$ cat src/rtl/mac_seq_ctrl.sv
// mac_seq_ctrl: sequencer for the external 64-bit MAC datapath.
//
// A job is a dot product of `len` operand pairs. The controller:
//   1. clears the MAC for one cycle (CLR),
//   2. streams operand pairs under a valid/ready handshake (RUN),
//   3. waits out the MAC pipeline (DRAIN, MAC_LAT+1 cycles),
//   4. presents the captured accumulator on a result handshake (DONE).
// A zero-length job skips the MAC entirely and returns 0.
//
// Ports:
//   clk, rst          clock (rising edge), async active-low reset
//   start, len        job request and pair count, sampled in IDLE only
//   busy              high in every state except IDLE
//   in_valid/in_ready operand-pair handshake; in_x/in_y operands
//   mac_clr           one-cycle synchronous clear to the MAC
//   mac_x/mac_y       operands to the MAC, zero unless a beat occurs
//   mac_acc           MAC accumulator output
//   res_valid/ready   result handshake; res_data captured dot product
//   res_ovf           (only with MAC_SEQ_OVF_DET_EN) accumulator wrapped
//
// Optional feature macro: MAC_SEQ_OVF_DET_EN adds wrap detection and the
// res_ovf port. Without it there is no port, comparator or extra state.
module mac_seq_ctrl #(
  parameter int DW      = 32,
  parameter int AW      = 64,
  parameter int LEN_W   = 8,
  parameter int MAC_LAT = 1
) (
  input  logic             clk,
  input  logic             rst,
  input  logic             start,
  input  logic [LEN_W-1:0] len,
  output logic             busy,
  input  logic             in_valid,
  output logic             in_ready,
  input  logic [DW-1:0]    in_x,
  input  logic [DW-1:0]    in_y,
  output logic             mac_clr,
  output logic [DW-1:0]    mac_x,
  output logic [DW-1:0]    mac_y,
  input  logic [AW-1:0]    mac_acc,
  output logic             res_valid,
  input  logic             res_ready,
  output logic [AW-1:0]    res_data
`ifdef MAC_SEQ_OVF_DET_EN
  ,
  output logic             res_ovf
`endif
);

  // Drain counter only needs to reach MAC_LAT; one spare bit keeps the
  // width sane for MAC_LAT=1.
  localparam int DCW = $clog2(MAC_LAT + 1) + 1;

  typedef enum logic [2:0] {
    IDLE  = 3'd0,
    CLR   = 3'd1,
    RUN   = 3'd2,
    DRAIN = 3'd3,
    DONE  = 3'd4
  } state_t;

  state_t           state;
  logic [LEN_W-1:0] len_q;
  logic [LEN_W-1:0] cnt;
  logic [DCW-1:0]   dcnt;
  logic             beat;

  // in_ready is only ever high in RUN, so a beat implies RUN.
  assign beat = in_valid & in_ready;

  // Zero-gating: the MAC has no enable, so feeding zeros makes it add 0
  // and hold its value during bubbles, drain and idle.
  assign mac_x = beat ? in_x : '0;
  assign mac_y = beat ? in_y : '0;

  always_ff @(posedge clk or negedge rst) begin
    if (!rst) begin
      state     <= IDLE;
      busy      <= 1'b0;
      in_ready  <= 1'b0;
      mac_clr   <= 1'b0;
      res_valid <= 1'b0;
      res_data  <= '0;
      len_q     <= '0;
      cnt       <= '0;
      dcnt      <= '0;
    end else begin
      case (state)
        IDLE: begin
          if (start) begin
            busy <= 1'b1;
            if (len != '0) begin
              len_q   <= len;
              mac_clr <= 1'b1;
              state   <= CLR;
            end else begin
              // Empty job: answer 0 without touching the MAC.
              res_data  <= '0;
              res_valid <= 1'b1;
              state     <= DONE;
            end
          end
        end

        CLR: begin
          mac_clr  <= 1'b0;
          cnt      <= '0;
          in_ready <= 1'b1;
          state    <= RUN;
        end

        RUN: begin
          if (beat) begin
            cnt <= cnt + LEN_W'(1);
            if (cnt == len_q - LEN_W'(1)) begin
              in_ready <= 1'b0;
              dcnt     <= '0;
              state    <= DRAIN;
            end
          end
        end

        DRAIN: begin
          // MAC_LAT cycles through the MAC input register, +1 through the
          // accumulator register, then mac_acc holds the full sum.
          if (dcnt == DCW'(MAC_LAT)) begin
            res_data  <= mac_acc;
            res_valid <= 1'b1;
            state     <= DONE;
          end else begin
            dcnt <= dcnt + DCW'(1);
          end
        end

        DONE: begin
          if (res_ready) begin
            res_valid <= 1'b0;
            busy      <= 1'b0;
            state     <= IDLE;
          end
        end

        default: begin
          state     <= IDLE;
          busy      <= 1'b0;
          in_ready  <= 1'b0;
          mac_clr   <= 1'b0;
          res_valid <= 1'b0;
        end
      endcase
    end
  end

`ifdef MAC_SEQ_OVF_DET_EN
  // Unsigned accumulation only ever grows; a decrease means it wrapped.
  logic [AW-1:0] prev_acc;
  logic          ovf_q;

  always_ff @(posedge clk or negedge rst) begin
    if (!rst) begin
      prev_acc <= '0;
      ovf_q    <= 1'b0;
    end else begin
      case (state)
        IDLE: begin
          // A zero-length job never passes CLR, so drop a stale flag here.
          if (start && len == '0) ovf_q <= 1'b0;
        end
        CLR: begin
          // mac_acc still shows the old job here; the MAC is 0 from RUN on.
          prev_acc <= '0;
          ovf_q    <= 1'b0;
        end
        RUN, DRAIN: begin
          prev_acc <= mac_acc;
          if (mac_acc < prev_acc) ovf_q <= 1'b1;
        end
        default: ;
      endcase
    end
  end

  assign res_ovf = res_valid & ovf_q;
`endif

endmodule

$ cat config.mk
export PLATFORM = sky130hd
export DESIGN_NAME = mac_seq_ctrl
export DESIGN_NICKNAME = d
export VERILOG_FILES = /design/src/rtl/mac_seq_ctrl.sv
export SDC_FILE = /design/constraint.sdc
export NUM_CORES = 1
export LEC_CHECK = 0
export CORE_ASPECT_RATIO = 0.5
export CORE_UTILIZATION = 35
export CTS_CLUSTER_DIAMETER = 120
export DETAILED_ROUTE_END_ITERATION = 8
export GPL_TIMING_DRIVEN = 0
export PLACE_DENSITY_LB_ADDON = 0.2
export SYNTH_ARGS = -nofsm -noshare
export SYNTH_HDL_FRONTEND = slang
export SYNTH_SLANG_ARGS = --single-unit
$ cat constraint.sdc
create_clock -name clk -period 2.73 [get_ports clk]
set_clock_uncertainty 0.1 [all_clocks]
set_input_delay 0.273 -clock clk [delete_from_list [all_inputs] [get_ports clk]]
set_output_delay 0.273 -clock clk [all_outputs]
set_load 0.01 [all_outputs]
==> out/metrics.csv, run 1 <==
metric,value,unit
io pins,273,
crit-path max cell delay,0.59,ns
placer congestion estimate,0.832,
Pins Over Slew Limit,0,
Placed Instances,948,
CP max-delay cell,clkdlybuf4s50_1,
die span in y,81.5,um
Ys Warns,0,
Fin. Hold Viols,0,
drt first pass iters,4,
FMAX,0.406,GHz
Yosys reg bits,89,
overall die width,161,um
Crit. End Element,output port,
Worst Path Arrival,2.09,ns
ANT cells,0,
top_reg_cell synth,dfrtp_1,
"Seq/Total Area, Yosys",50.3,%
peak supply drop,0.430,mV
CP max FO,10,
core area,0.0121,mm^2
WL final,15.1,mm
Finished Layout Cells,963,
Gate Count Post-Synth,510,
fraction of layout cells with a size suffix above 1,5.01,%
clk sinks,89,
Static Leak,3.29,nW
nets,938,
cts bufs inserted,9,
status,"complete, no violations",
via count,4632,
min cycle time layout,2.46,ns
FF-to-FF path depth,9,
# rows,28,
pwr dens,846,mW/mm^2
total power,6.48,mW
kind of start point of the critical path,input pin,
RSZ-0062 raised after global routing,false,
Hold Crit Class,in2async,
Vias/cell,4.81,
"Avg Cell Area, Syn",8.68,um^2
drt drc,0,
Detailed Place HPWL,11.7,mm
initial antenna violation count,0,
R2R setup slack,0.29,ns
most frequent CP cell,clkdlybuf4s50_1,
wire per inst,15.6,um
Slew @ Worst Pin,0.604,ns
CP Cell Sequence,"clkdlybuf4s50_1, buf_2, clkbuf_1, and3_1, clkdlybuf4s50_1",
Setup CP Type,in2out,
share of flip-flops with an asynchronous set or reset,100,%
H-tree levels,3,
global-route wire length before repair,22.9,mm
Area growth syn-to-layout,73.3,%
"CTS clk-pin slew, worst paths",0.06,ns
clk_lat worst skew,0.35,ns
Post-synth EDFFs,0,
CTS tree,built,
"Cell Area, Synth",0.00443,mm^2
"Setup Fix Bufs, Post-CTS",0,
fin crit share,90.3,%
Worst Path Required,2.36,ns
port bufs,272,
gr usage total,22.6,%
number of global-route vias before repair,4451,
die area,0.0131,mm^2
r2r startpoint,len_q[0]$_DFFE_PN0P_,
largest net degree at the start of global routing,66,
Post-Syn Nets,654,
worst flop-to-flop path endpoint,in_ready$_DFFE_PN0P_,
Max transition margin,59.5,%
Max Cap Viol,0,
CTS Buffer Depth,2,
Yosys cell types,41,
Initial Util,36.7,%
Iter 0 DRT Violations,265,
Post-CTS Resized,0,
CTS root buffer,clkbuf_16,
endpoints failing setup,0,
remaining antenna violation count,0,
Overflow after GRT,0,
-- cells by family (layout without fill, tap and decap cells) --
| logic type | Yosys count | after routing | share of synthesized area, % |
|---|---|---|---|
| AO/OA/AOI/OAI | 98 | 98 | 12.6 |
| XOR/XNOR | 15 | 15 | 2.97 |
| adder cells (fa/ha/maj) | 3 | 3 | 0.848 |
| buffers and inverters | 49 | 337 | 4.52 |
| flip-flops | 89 | 89 | 50.3 |
| multiplexers | 7 | 7 | 1.78 |
| AND/OR/NAND/NOR | 249 | 249 | 26.9 |
-- registers in the layout, indices dropped and copies added, names as in the netlist --
signal / count
busy: 1
cnt: 8
dcnt: 2
in_ready: 1
len_q: 8
mac_clr: 1
res_data: 64
res_valid: 1
state: 3
-- through the flow --
stage               TNS (ns)  hold WS, ns  area (um^2)  setup slack (ns)  utilization, %
finish                     0        0.279         7670             0.266            63.6
global route               0        0.305         7670             0.103            63.6
CTS                        0        0.280         7670             0.120            63.7
detailed placement         0        0.101         7380            0.0271            61.2
global placement     -174.11        0.361         7350             -1.96            61.0
floorplan                  0       -0.123         4430             0.618               -
-- per-layer routing --
layer  track usage, %  vias to the layer above  routed length [um]
met1             25.2                     2177                6040
met5                0                        -                   0
met3             5.45                       16                 846
met2             43.1                      148                7950
met4             7.08                        0                 220
li1                 -                     2291                   -
-- worst max-delay path: cells and delay by family --
family	cells	cell delay, ns
buffers and inverters	4	1.61
AND/OR/NAND/NOR	1	0.21
-- cell usage after synthesis, types with 6 or more instances --
master | instances | area share, %
xnor2_1 | 6 | 1.2
nor3_1 | 6 | 0.68
buf_2 | 7 | 0.79
o21ai_0 | 71 | 8.0
xor2_1 | 9 | 1.8
and3_1 | 65 | 9.2
nand2_1 | 140 | 12
inv_1 | 6 | 0.51
a21oi_1 | 8 | 0.90
nor2_1 | 16 | 1.4
clkbuf_1 | 34 | 2.9
dfrtp_1 | 89 | 50
mux2_2 | 7 | 1.8
-- layout by cell type, fill, tap and decap left out, drive strengths merged, types with 2 or more instances in the layout --
master           n
clkdlybuf4s50  271
nand2          140
dfrtp           89
o21ai           71
and3            65
clkbuf          44
nor2            18
buf             11
xor2             9
a21oi            8
mux2             7
nor3             7
inv              6
xnor2            6
a211oi           5
nand4            3
nand2b           3
nand3            3
ha               3
nand4b           2
o21bai           2
o31a             2
nand3b           2
o31ai            2
or4              2
clkinvlp         2
clkinv           2
-- how the worst max path moves through the flow --
stage               cells after the start                        to                 start  slack [ns]
floorplan                               9      in_ready$_DFFE_PN0P_  len_q[0]$_DFFE_PN0P_        0.62
finish                                  5                 mac_y[19]              in_valid        0.27
global route                           10  res_data[40]$_DFFE_PN0P_  state[1]$_DFFE_PN0P_        0.10
detailed placement                      9  res_data[40]$_DFFE_PN0P_                len[5]        0.03
CTS                                     4                 mac_y[19]  in_ready$_DFFE_PN0P_        0.12
global placement                        1        cnt[6]$_DFFE_PN0P_                   rst       -1.96
-- what timing repair did --
item,CTS,global route
hold buffers,1,0
endpoints found under the setup margin,0,12
hold endpoints to repair,24,0
-- report_power, final --
| part | total, mW | switching (mW) | internal (mW) |
|---|---|---|---|
| registers | 2.19 | 0.355 | 1.83 |
| clock network | 1.16 | 0.504 | 0.661 |
| logic | 3.13 | 1.53 | 1.61 |
-- layout make-up --
| class | instances | area, um^2 |
|---|---|---|
| multi-input cells | 372 | 2000 |
| well taps | 165 | 206 |
| clock inverters | 4 | 28.8 |
| plain buffers | 42 | 174 |
| repair buffers | 274 | 2760 |
| inverters | 6 | 22.5 |
| fillers | 1082 | 4380 |
| flip-flops and latches | 89 | 2230 |
| clock buffers | 11 | 253 |
Note: power is estimated with default switching activity, not from simulation.
==> inputs of run 2 (changes only) <==
Settings changed: HOLD_SLACK_MARGIN set to 0.06.
==> results of run 2 <==
No change in the layout: final DEF, timing and power equal those of run 1.
==> inputs of run 3 (changes only) <==
Settings changed: SETUP_SLACK_MARGIN set to 0.05.
==> run 3 against run 2 <==
Die area did not move. Worst hold slack barely moved. First-iteration DRC count rose by 6.0%. Combinational power barely moved. Cell count rose by 0.10%. Critical path type unchanged. Critical path depth did not move. Largest power group unchanged.
==> out/metrics.csv, run 3 (synthesis results as in run 1) <==
metric,value,unit
status,"complete, no violations",
drt drc,0,
clk sinks,89,
Hold Slack,0.278,ns
peak supply drop,0.430,mV
nets,939,
remaining antenna violation count,0,
Gate power share,48.4,%
Fin. Hold Viols,0,
die area,0.0131,mm^2
core area,0.0121,mm^2
Overflow after GRT,0,
drt first pass iters,4,
Clock Power Share,17.9,%
endpoints failing setup,0,
initial antenna violation count,0,
CTS root buffer,clkbuf_16,
total power,6.49,mW
Setup CP Type,in2out,
Detailed Place HPWL,11.7,mm
CP max-delay cell,clkdlybuf4s50_1,
WL final,15.1,mm
RSZ-0062 raised after global routing,false,
largest net degree at the start of global routing,66,
overall die width,161,um
"CTS clk-pin slew, worst paths",0.06,ns
Reg power frac,33.6,%
gr usage total,22.6,%
port bufs,272,
crit-path max cell delay,0.59,ns
kind of start point of the critical path,input pin,
max reg flops,64,
fraction of layout cells with a size suffix above 1,5.13,%
Static Leak,3.29,nW
placer congestion estimate,0.832,
most frequent CP cell,clkdlybuf4s50_1,
Pins Over Slew Limit,0,
Top Registers,"res_data: 64 flops, cnt: 8 flops, len_q: 8 flops",
CTS tree,built,
Hold Crit Class,in2async,
Finished Layout Cells,964,
FMAX,0.406,GHz
Area growth syn-to-layout,73.4,%
CTS Buffer Depth,2,
# rows,28,
global-route wire length before repair,22.9,mm
Max Cap Viol,0,
clk_lat worst skew,0.35,ns
die span in y,81.5,um
pwr dens,845,mW/mm^2
Worst Path Required,2.36,ns
min cycle time layout,2.46,ns
worst setup margin,0.267,ns
via count,4648,
P_int,4.10,mW
Placed Instances,948,
fin crit share,90.2,%
Iter 0 DRT Violations,281,
Post-Place Setup Slack,0.0271,ns
"most common cell after layout, fill and taps aside",clkdlybuf4s50_1,
io pins,273,
fin util,63.7,%
cts bufs inserted,9,
switching share of power,36.8,%
Crit. End Element,output port,
wire per inst,15.6,um
Initial Util,36.7,%
largest reg by FF count,res_data,
CP Cell Sequence,"clkdlybuf4s50_1, buf_2, clkbuf_1, and3_1, clkdlybuf4s50_1",
Slew @ Worst Pin,0.604,ns
switching pwr,2.38,mW
Max transition margin,59.5,%
most frequent cells in the layout,"clkdlybuf4s50_1 (271), nand2_1 (140), dfrtp_1 (89)",
CP max FO,10,
H-tree levels,3,
ANT cells,0,
Vias/cell,4.82,
number of global-route vias before repair,4451,
Worst Path Arrival,2.09,ns
## run 3: cell types whose count changed in the layout (fill, tap and decap cells not counted), sizes merged
cell    previous run  this run
clkbuf            44        45
## run 3: worst max-delay path: cells and delay by family
kind / cells / cell delay [ns]
buffers and inverters: 4 / 1.61
and+or+nand+nor: 1 / 0.21
## run 3: power groups by stage
stage | clock network, mW | logic [mW] | registers, mW
after floorplan | 0 | 1.39 | 2.34
after global placement | 0 | 3.08 | 2.19
after detailed placement | 0 | 3.16 | 2.20
after CTS | 1.20 | 3.17 | 2.18
after global routing | 1.24 | 3.45 | 2.25
final | 1.16 | 3.14 | 2.18
## run 3: final timing paths
check	to	slack, ns	start	cells after the start
max	mac_y[19]	0.27	in_valid	5
min	res_data[18]$_DFFE_PN0P_	0.28	rst	2
max reg2reg	in_ready$_DFFE_PN0P_	0.29	len_q[0]$_DFFE_PN0P_	9
min reg2reg	res_data[56]$_DFFE_PN0P_	0.38	res_data[56]$_DFFE_PN0P_	2
max in group asynchronous	in_ready$_DFFE_PN0P_	1.63	rst	3
min in group clk	res_data[18]$_DFFE_PN0P_	0.37	mac_acc[18]	3
## run 3: final cells by class
type	count	area [um^2]
fill	1082	4380
timing repair buffer	274	2760
sequential	89	2230
multi-input combinational	372	2000
clock buffer	11	253
tap	165	206
buffer	43	179
clock inverter	4	28.8
inverter	6	22.5
## run 3: layer usage
layer	routed length, um	vias to the layer above	GRT usage (%)
met5	0	-	0
met4	220	0	7.08
met3	843	16	5.45
met2	7950	148	43.1
met1	6050	2191	25.2
li1	-	2293	-
## run 3: timing repair
item,in CTS,in global routing
setup buffers,0,0
hold buffers,1,0
gates resized for setup,0,2
endpoints found under the hold margin,24,0
endpoints found under the setup margin,0,35
## run 3: through the flow
step	setup TNS (ns)	cell area, um^2
CTS	0	7670
detailed placement	0	7380
global route	0	7670
finish	0	7670
floorplan	0	4430
global placement	-174.11	7350
